[src/rtl/jtag_master_pkg.sv]
// jtag_master_pkg: command codes, TAP/FSM state types and the TAP next-state function
package jtag_master_pkg;
   typedef enum logic [1:0] {CMD_TLR, CMD_IR, CMD_DR, CMD_RUN} cmd_t;
   typedef enum logic [3:0] {
      TAP_TLR, TAP_RTI, TAP_SEL_DR, TAP_CAP_DR, TAP_SH_DR, TAP_EX1_DR, TAP_PA_DR, TAP_EX2_DR,
      TAP_UPD_DR, TAP_SEL_IR, TAP_CAP_IR, TAP_SH_IR, TAP_EX1_IR, TAP_PA_IR, TAP_EX2_IR, TAP_UPD_IR
   } tap_state_t;
   typedef enum logic [1:0] {INIT, IDLE, SEQ, DONE} fsm_state_t;
   function automatic tap_state_t tap_next(input tap_state_t s, input logic tms);
      case (s)
         TAP_TLR:    return tms ? TAP_TLR    : TAP_RTI;
         TAP_RTI:    return tms ? TAP_SEL_DR : TAP_RTI;
         TAP_SEL_DR: return tms ? TAP_SEL_IR : TAP_CAP_DR;
         TAP_CAP_DR: return tms ? TAP_EX1_DR : TAP_SH_DR;
         TAP_SH_DR:  return tms ? TAP_EX1_DR : TAP_SH_DR;
         TAP_EX1_DR: return tms ? TAP_UPD_DR : TAP_PA_DR;
         TAP_PA_DR:  return tms ? TAP_EX2_DR : TAP_PA_DR;
         TAP_EX2_DR: return tms ? TAP_UPD_DR : TAP_SH_DR;
         TAP_UPD_DR: return tms ? TAP_SEL_DR : TAP_RTI;
         TAP_SEL_IR: return tms ? TAP_TLR    : TAP_CAP_IR;
         TAP_CAP_IR: return tms ? TAP_EX1_IR : TAP_SH_IR;
         TAP_SH_IR:  return tms ? TAP_EX1_IR : TAP_SH_IR;
         TAP_EX1_IR: return tms ? TAP_UPD_IR : TAP_PA_IR;
         TAP_PA_IR:  return tms ? TAP_EX2_IR : TAP_PA_IR;
         TAP_EX2_IR: return tms ? TAP_UPD_IR : TAP_SH_IR;
         default:    return tms ? TAP_SEL_DR : TAP_RTI;
      endcase
   endfunction
endpackage

[src/rtl/jtag_tck_gen.sv]
// jtag_tck_gen: divides clk into TCK while run is high, with rise/fall strobes for the edge-forming clk cycle
module jtag_tck_gen #(
   parameter int CLK_DIV = 2
) (
   input  logic clk,
   input  logic rst_n,
   input  logic run,
   output logic tck,
   output logic rise_tick,
   output logic fall_tick
);
   localparam int DW = CLK_DIV > 1 ? $clog2(CLK_DIV) : 1;
   typedef logic [DW-1:0] div_t;
   div_t cnt;
   logic wrap;
   assign wrap = run && cnt == div_t'(CLK_DIV - 1);
   assign rise_tick = wrap && !tck;
   assign fall_tick = wrap && tck;
   // half-period counter; tck toggles at the end of every half-period while running
   always_ff @(posedge clk or negedge rst_n)
      if (!rst_n) begin
         cnt <= '0;
         tck <= 1'b0;
      end else begin
         cnt <= run && !wrap ? cnt + 1'b1 : '0;
         tck <= wrap ? !tck : tck;
      end
endmodule

[src/rtl/jtag_master.sv]
// jtag_master: host-side JTAG driver running TLR/IR/DR/RUN TMS sequences and capturing TDO
module jtag_master
   import jtag_master_pkg::*;
#(
   parameter int CLK_DIV = 2,
   parameter int IR_LEN  = 4,
   parameter int MAX_DR  = 16
) (
   input  logic              clk,
   input  logic              rst_n,
   input  logic              cmd_valid,
   output logic              cmd_ready,
   input  logic [1:0]        cmd_type,
   input  logic [4:0]        cmd_len,
   input  logic [MAX_DR-1:0] cmd_data,
   output logic              rsp_valid,
   output logic [MAX_DR-1:0] rsp_data,
   output logic              TCK,
   output logic              TMS,
   output logic              TDI,
   input  logic              TDO
);
   localparam int CW = $clog2(IR_LEN + 64);
   typedef logic [CW-1:0] cnt_t;
   localparam cnt_t MAXN = cnt_t'(MAX_DR);
   localparam cnt_t IRN  = cnt_t'(IR_LEN);
   fsm_state_t state;
   cmd_t typ;
   tap_state_t tap;
   cnt_t n, idx, pre, total;
   logic [MAX_DR-1:0] dat, cap, msk;
   logic run, rise_tick, fall_tick, tms_n, shifting, last;
   jtag_tck_gen #(.CLK_DIV(CLK_DIV)) u_tck (
      .clk(clk), .rst_n(rst_n), .run(run), .tck(TCK), .rise_tick(rise_tick), .fall_tick(fall_tick)
   );
   // TMS for the next rise (idx = rises already taken), sequence length and shift-window flag
   always_comb begin
      pre = typ == CMD_IR ? cnt_t'(4) : cnt_t'(3);
      total = typ == CMD_TLR ? cnt_t'(6) : typ == CMD_RUN ? n : pre + n + cnt_t'(2);
      tms_n = typ == CMD_TLR ? idx < cnt_t'(5) : typ == CMD_RUN ? 1'b0 :
              (idx + cnt_t'(2) < pre) || (idx + cnt_t'(1) == pre + n) || (idx == pre + n);
      shifting = tap == TAP_SH_DR || tap == TAP_SH_IR;
      last = idx == total;
   end
   // control FSM: INIT reset sequence, command accept, rise/fall handling, completion strobe
   always_ff @(posedge clk or negedge rst_n)
      if (!rst_n) begin
         state <= INIT;
         typ <= CMD_TLR;
         tap <= TAP_TLR;
         n <= '0;
         idx <= '0;
         dat <= '0;
         cap <= '0;
         msk <= '0;
         run <= 1'b0;
         TMS <= 1'b1;
         TDI <= 1'b0;
         cmd_ready <= 1'b0;
         rsp_valid <= 1'b0;
         rsp_data <= '0;
      end else begin
         rsp_valid <= 1'b0;
         case (state)
            IDLE: if (cmd_valid && cmd_ready) begin
               cmd_ready <= 1'b0;
               typ <= cmd_t'(cmd_type);
               n <= cmd_type == CMD_DR ? (cmd_len == 5'd0 ? cnt_t'(1) : cnt_t'(cmd_len) > MAXN ? MAXN : cnt_t'(cmd_len)) :
                    cmd_type == CMD_RUN ? cnt_t'(cmd_len) : IRN;
               idx <= '0;
               dat <= cmd_data;
               cap <= '0;
               msk <= MAX_DR'(1);
               TMS <= cmd_type != CMD_RUN;
               TDI <= 1'b0;
               run <= !(cmd_type == CMD_RUN && cmd_len == 5'd0);
               state <= cmd_type == CMD_RUN && cmd_len == 5'd0 ? DONE : SEQ;
            end
            DONE: begin
               rsp_valid <= 1'b1;
               rsp_data <= cap;
               cmd_ready <= 1'b1;
               state <= IDLE;
            end
            default: begin
               run <= 1'b1;
               if (rise_tick) begin
                  idx <= idx + cnt_t'(1);
                  tap <= tap_next(tap, TMS);
                  if (shifting) begin
                     cap <= TDO ? cap | msk : cap;
                     msk <= msk << 1;
                     dat <= dat >> 1;
                  end
               end
               if (fall_tick) begin
                  TMS <= !last && tms_n;
                  TDI <= !last && shifting && dat[0];
                  if (last) begin
                     run <= 1'b0;
                     cmd_ready <= state == INIT;
                     state <= state == INIT ? IDLE : DONE;
                  end
               end
            end
         endcase
      end
endmodule

[config.mk]
export PLATFORM = sky130hd
export DESIGN_NAME = jtag_master
export DESIGN_NICKNAME = d
export VERILOG_FILES = /design/src/rtl/jtag_master_pkg.sv /design/src/rtl/jtag_tck_gen.sv /design/src/rtl/jtag_master.sv
export SDC_FILE = /design/constraint.sdc
export NUM_CORES = 1
export LEC_CHECK = 0
export CORE_MARGIN = 3
export CORE_UTILIZATION = 24
export CTS_BUF_LIST = sky130_fd_sc_hd__clkbuf_8
export DETAILED_ROUTE_END_ITERATION = 10
export HOLD_SLACK_MARGIN = 0.1
export PLACE_DENSITY = 0.38
export SYNTH_ARGS = -nofsm -noshare
export SYNTH_HDL_FRONTEND = slang
export SYNTH_SLANG_ARGS = --single-unit
[constraint.sdc]
create_clock -name clk -period 11.5 [get_ports clk]
set_input_delay 2.3 -clock clk [delete_from_list [all_inputs] [get_ports clk]]
set_output_delay 2.3 -clock clk [all_outputs]
set_load 0.01 [all_outputs]
# --- Word level (Yosys, flattened, before mapping) ---
# Index checks and enable logic that the tools add are counted.
classes:
  n_addsub: 5
  n_lt_le_gt_ge: 3
  n_eq_ne: 23
  mux: 59
  bitwise: 3
  n_reduce_logical: 37
ops:
  columns: ["op", "n"]
  rows:
  - ["two-way mux 16 bit", 10]
  - ["one-hot mux 16 bit (2 select lines)", 3]
  - ["one-hot mux 4 bit (11 select lines)", 1]
  - ["two-way mux 7 bit", 4]
  - ["equality test 4 bit (second input constant)", 6]
  - ["equality test 7 bit", 3]
  - ["two-way mux 5 bit", 4]
  - ["two-way mux 1 bit", 17]
  - ["equality test 4 x 3 -> 1 bit (second input constant)", 4]
  - ["two-way mux 4 bit", 4]
  - ["OR 16 bit", 1]
  - ["adder 7 x 2 -> 7 bit (second input constant)", 2]
  - ["two-way mux 2 bit", 7]
  - ["one-hot mux 7 bit (2 select lines)", 1]
  - ["logical AND 1 bit", 9]
  - ["two-way mux 3 bit", 3]
  - ["AND reduction 3 bit", 3]
  - ["equality test 2 bit (second input constant)", 4]
  - ["equality test 4 x 2 -> 1 bit (second input constant)", 2]
  - ["one-hot mux 1 bit (2 select lines)", 4]
  - ["nonzero test 2 bit", 4]
  - ["adder 3 x 7 -> 7 bit", 1]
  - ["adder 7 x 1 -> 7 bit (second input constant)", 1]
  - ["less-than comparator 7 x 3 -> 1 bit", 1]
  - ["other kinds (17)", 31]
totals:
  regBits: 93
  inputBits: 27
  elab_cells: 146

# --- Logic depth before layout (Yosys ltp) ---
logic_depth:
  ltp_word: 12
  mapped_depth: 14
  mapped_depth_nobuf: 13

# --- Hierarchy ---
# From an unflattened synthesis, not the netlist that was laid out.
unflattened:
  cells_unflattened: 496
  area_unflattened_um2: 4740.8
by_module_without_submodules:
  columns: ["mod", "instances", "cells_per_inst", "area_per_inst_um2"]
  rows:
  - ["jtag_master", 1, 489, 4658.2]
  - ["jtag_tck_gen", 1, 7, 82.6]

# --- Worst setup path after synthesis ---
# Ideal clock, no wire load.
synth_path:
  kind: "register -> register"
  from: "register typ[0]"
  to: "register cmd_ready"
  setup_time_ps: 94
  arrival_time_ps: 3653
  required_ps: 11406
  path_slack_ps: 7753
  stages_incl_launch_ff: 14
  path_buffers: 1
  period_less_slack_ps: 3747
  cell_sequence: "dfrtp_1 buf_4 nand2b_1 ha_1 inv_1 fa_1 inv_1 ha_1 or4_1 a211o_1 and3_4 or3_4 o41a_1 a221oi_2"
synth_between:
  elab_chain_len: 9
  word_cells_on_any_way: 11
  cone_classes: "add/sub (2); eq/ne (3); mux (3); reduce/logical (3)"
synth_rtl:
  columns: ["item", "line_no", "rtl"]
  rows:
  - ["start, declared", "jtag_master.sv:28", "cmd_t typ;"]
  - ["start signal, assigned", "jtag_master.sv:67", "typ <= cmd_t'(cmd_type);"]
  - ["equality test 2 x 1 -> 1 bit", "jtag_master.sv:38", "pre = typ == CMD_IR ? cnt_t'(4) : cnt_t'(3);"]
  - ["two-way mux 3 bit", "jtag_master.sv:38", null]
  - ["adder 3 x 7 -> 7 bit", "jtag_master.sv:39", "total = typ == CMD_TLR ? cnt_t'(6) : typ == CMD_RUN ? n : pre + n + cnt_t'(2);"]
  - ["adder 7 x 2 -> 7 bit", "jtag_master.sv:39", null]
  - ["two-way mux 7 bit", "jtag_master.sv:39", null]
  - ["two-way mux 7 bit *", "jtag_master.sv:39", null]
  - ["equality test 7 bit *", "jtag_master.sv:43", "last = idx == total;"]
  - ["nonzero test 3 bit (no line) *", null, null]
  - ["AND reduction 3 bit (no line) *", null, null]
  - ["end signal, assigned", "jtag_master.sv:59", "cmd_ready <= 1'b0;"]
  - ["end signal, assigned", "jtag_master.sv:66", "cmd_ready <= 1'b0;"]
  - ["end signal, assigned", "jtag_master.sv:82", "cmd_ready <= 1'b1;"]
  - ["end, declared", "jtag_master.sv:12", "output logic cmd_ready,"]
# Every way passes the cells marked *; elsewhere a longest branch is shown, timed or not.
# A chain may end at the register's enable or synchronous reset.

# --- Worst setup path after layout ---
layout_path:
  from: "input port cmd_valid"
  to: "register cap[1]"
layout_between:
  elab_chain_len: 3
layout_rtl:
  columns: ["item", "line_no", "rtl"]
  rows:
  - ["start, declared", "jtag_master.sv:11", "input logic cmd_valid,"]
  - ["logical AND 1 bit", "jtag_master.sv:65", "IDLE: if (cmd_valid && cmd_ready) begin"]
  - ["!= test 2 bit (no line)", null, null]
  - ["AND reduction 5 bit (no line)", null, null]
  - ["end signal, assigned", "jtag_master.sv:91", "cap <= TDO ? cap | msk : cap;"]
  - ["end, declared", "jtag_master.sv:31", "logic [MAX_DR-1:0] dat, cap, msk;"]
# Every way passes these cells.

==> results.toml <==
[critical_path]
r2r_slack_ns = 7.25
cp.arrival_ns = 4.73
cp-start-kind = "input port"
reg2reg_to = "cmd_ready"
critical_path_required_ns = 11.80
rr_startpoint = "typ[1]"
worstRegToRegCells = 13
cp_max_fo = 16
crit_path_end_kind = "register"
criticalPathCategory = "in2reg"

[logic_synthesis]
synth_top_family_by_area = "simple AND/OR/NAND/NOR gates"
synth_cells = 532
yosysTopAreaCell = "dfrtp_1"
synth-main-ff-cell = "dfrtp_1"
ys_seq_elements = 91
synthMuxAreaShare = 0.0706
synth_adder_area_share = 0.0317
ys_async_sr_fraction = 1.00
synth_most_common_cell = "dfrtp_1"
synth_area_um2 = 4980
synthesis.nets = 571
synth_xor_area_frac = 0.0465
yosys.area_share.simple = 0.178
yosysWarnings = 0
synth_compound_area_frac = 0.174
synthTopCellsByArea = "dfrtp_1 (45%), nand2_1 (6.0%), a21oi_1 (3.9%)"
synth-edff-count = 0
syn_avg_cell_area_um2 = 9.36
synth_common_cells = "dfrtp_1 (90), nand2_1 (79), a21oi_1 (39)"
yosys.area.top_type_share = 0.452
synth.yosys.seq_area_share = 0.458
ys_types = 59

[floorplanning]
fp.dieW_um = 150
ios = 48
chipHeight_um = 150
rows = 52
dieArea_um2 = 22500
start_util = 0.245
core_area_um2 = 20300

[global_routing]
antenna_found_initial = 0
grt_max_degree = 61
grtUsageTotal = 0.115
grt_pass1_vias = 3853
gr-total-overflow = 0
grt_pass1_wl_um = 20600

[final_layout]
syn2layout_area_growth_pct = 18.5
final_nets = 599
drive_gt1_frac = 0.0920
antenna_cells = 0

[clock_network]
cts.reportedPaths.clkPinSlew_ns = 0.10
cts_made_buffers = 9
ctsResizeCount = 0
post_cts_buffers = 0
cts_buffer_depth = 2
cts_tree = "done"
post_cts_hold_buffer_count = 0
cts.sinks = 91
cts_htree_levels = 3
root_buffer = "clkbuf_8"
worst_skew_pair.late_latency_ns = 0.37

[timing]
setup_tns_ns = 0
drv_slew = 0
max-slew-margin-rel = 0.206
rsz0062_at_grt = "no"
finClkSkew_ns = 0.0103
finalSetupViolations = 0
hold_viol_final = 0
tightest_slew_ns = 1.19
fin_crit_sh = 0.386
hold_slack_ns = 0.461
post-route-min-period_ns = 4.44
fmax_mhz = 225

[route]
drtIter0Drc = 231
num_vias = 3877
first_pass_iters = 5
wl_per_cell_um = 14.6
drc = 0
routed_wl_um = 12200
ant_nets = 0
vias_per_cell = 4.64

[pwr]
pwr-share-seq = 0.558
p_sw_mw = 0.139
max-vdd-ir-drop_uv = 49.3
power_frac_comb = 0.033
p_clk_frac = 0.409
power_density_nw_per_um2 = 97.1
leakage_nw = 2.50
p_sw_frac = 0.243
internal-power_mw = 0.434

[placed_design]
dp_hpwl_um = 8430
globalplace.congestion = 0.808
numPortBuffers = 47

[worst_hold_path]
min-delay-start = "u_tck.cnt"
hold_path.class = "reg2reg"
hold-path-cell-count = 1
hold-path-endpoint = "u_tck.cnt"

[flow_run]
maxCapViolCount = 0

[outcome]
status = "finished, final reports clean"
## power by group through the flow
stage	logic [mW]	registers [mW]	clock network (mW)
global placement	0.0197	0.326	0
detailed placement	0.0197	0.326	0
global route	0.0213	0.320	0.259
finish	0.0188	0.320	0.234
floorplan	0.00176	0.326	0
CTS	0.0197	0.320	0.248
## cells in the final DEF, fill, tap and decap left out, types with 9 or more instances in the layout
| cell type | instances |
|---|---|
| a21oi_1 | 39 |
| clkbuf_8 | 9 |
| clkdlybuf4s50_1 | 46 |
| dfrtp_1 | 90 |
| ha_1 | 10 |
| inv_1 | 17 |
| mux2_2 | 17 |
| mux2i_1 | 16 |
| nand2_1 | 79 |
| nand3_1 | 12 |
| nand3b_1 | 16 |
| nor2_1 | 38 |
| nor3_1 | 10 |
| o21ai_0 | 33 |
| xnor2_1 | 13 |
| xor2_1 | 9 |
## through the flow
step | setup slack (ns) | std cells | util | area, µm² | total power, mW
2_1_floorplan | 7.75 | 532 | - | 4980 | 0.328
3_3_place_gp | 6.74 | 819 | 0.280 | 5690 | 0.346
3_5_place_dp | 6.67 | 819 | 0.280 | 5690 | 0.346
4_1_cts | 7.08 | 835 | 0.290 | 5900 | 0.588
5_1_grt | 6.72 | 835 | 0.290 | 5900 | 0.600
6_report | 7.06 | 835 | 0.290 | 5900 | 0.573
## worst max path at each step
stage	slack (ns)	startpoint	cells past startpoint	endpoint
detailed placement	6.67	cmd_valid	7	cap[6]
finish	7.06	cmd_valid	7	cap[1]
global placement	6.74	cmd_valid	7	msk[2]
global route	6.72	cmd_valid	7	cap[2]
floorplan	7.75	typ[0]	13	cmd_ready
CTS	7.08	cmd_valid	7	cap[8]
## sequential cells by signal, summed over array words and instances (netlist names), 2 cells and up
name / cells
rsp_data: 16
state: 2
cap: 16
tap: 4
msk: 16
n: 5
typ: 2
idx: 7
dat: 16
## worst max-delay path, stage by stage
cell	delay, ns
clkdlybuf4s50_1	0.55
nand2_1	0.14
nand2_1	0.17
nand2_1	0.27
nor2_1	0.99
a21oi_1	0.16
nor2_1	0.14
## final cells by class
| class | instances | area [µm²] |
|---|---|---|
| fillers | 2162 | 14400 |
| repair buffers | 52 | 505 |
| multi-input cells | 389 | 2500 |
| clock inverters | 7 | 85.1 |
| clock buffers | 9 | 124 |
| well taps | 270 | 338 |
| inverters | 17 | 63.8 |
| flip-flops and latches | 91 | 2280 |
## cells by family (layout without fill, tap and decap cells)
logic type,Yosys count,in the layout
simple gates,187,187
compound gates,133,133
flops,91,91
buf+inv,52,85
mux,33,33
xor+xnor,24,24
fa+ha+maj,12,12
## routing by layer
| layer | part of all wire | wire length (µm) | track usage | up-vias |
|---|---|---|---|---|
| li1 | - | - | - | 1940 |
| met1 | 0.50 | 6140 | 0.165 | 1868 |
| met2 | 0.46 | 5610 | 0.174 | 59 |
| met3 | 0.027 | 332 | 0.0221 | 10 |
| met4 | 0.012 | 151 | 0.0343 | 0 |
| met5 | 0 | 0 | 0 | - |
(Power assumes the default switching activity.)
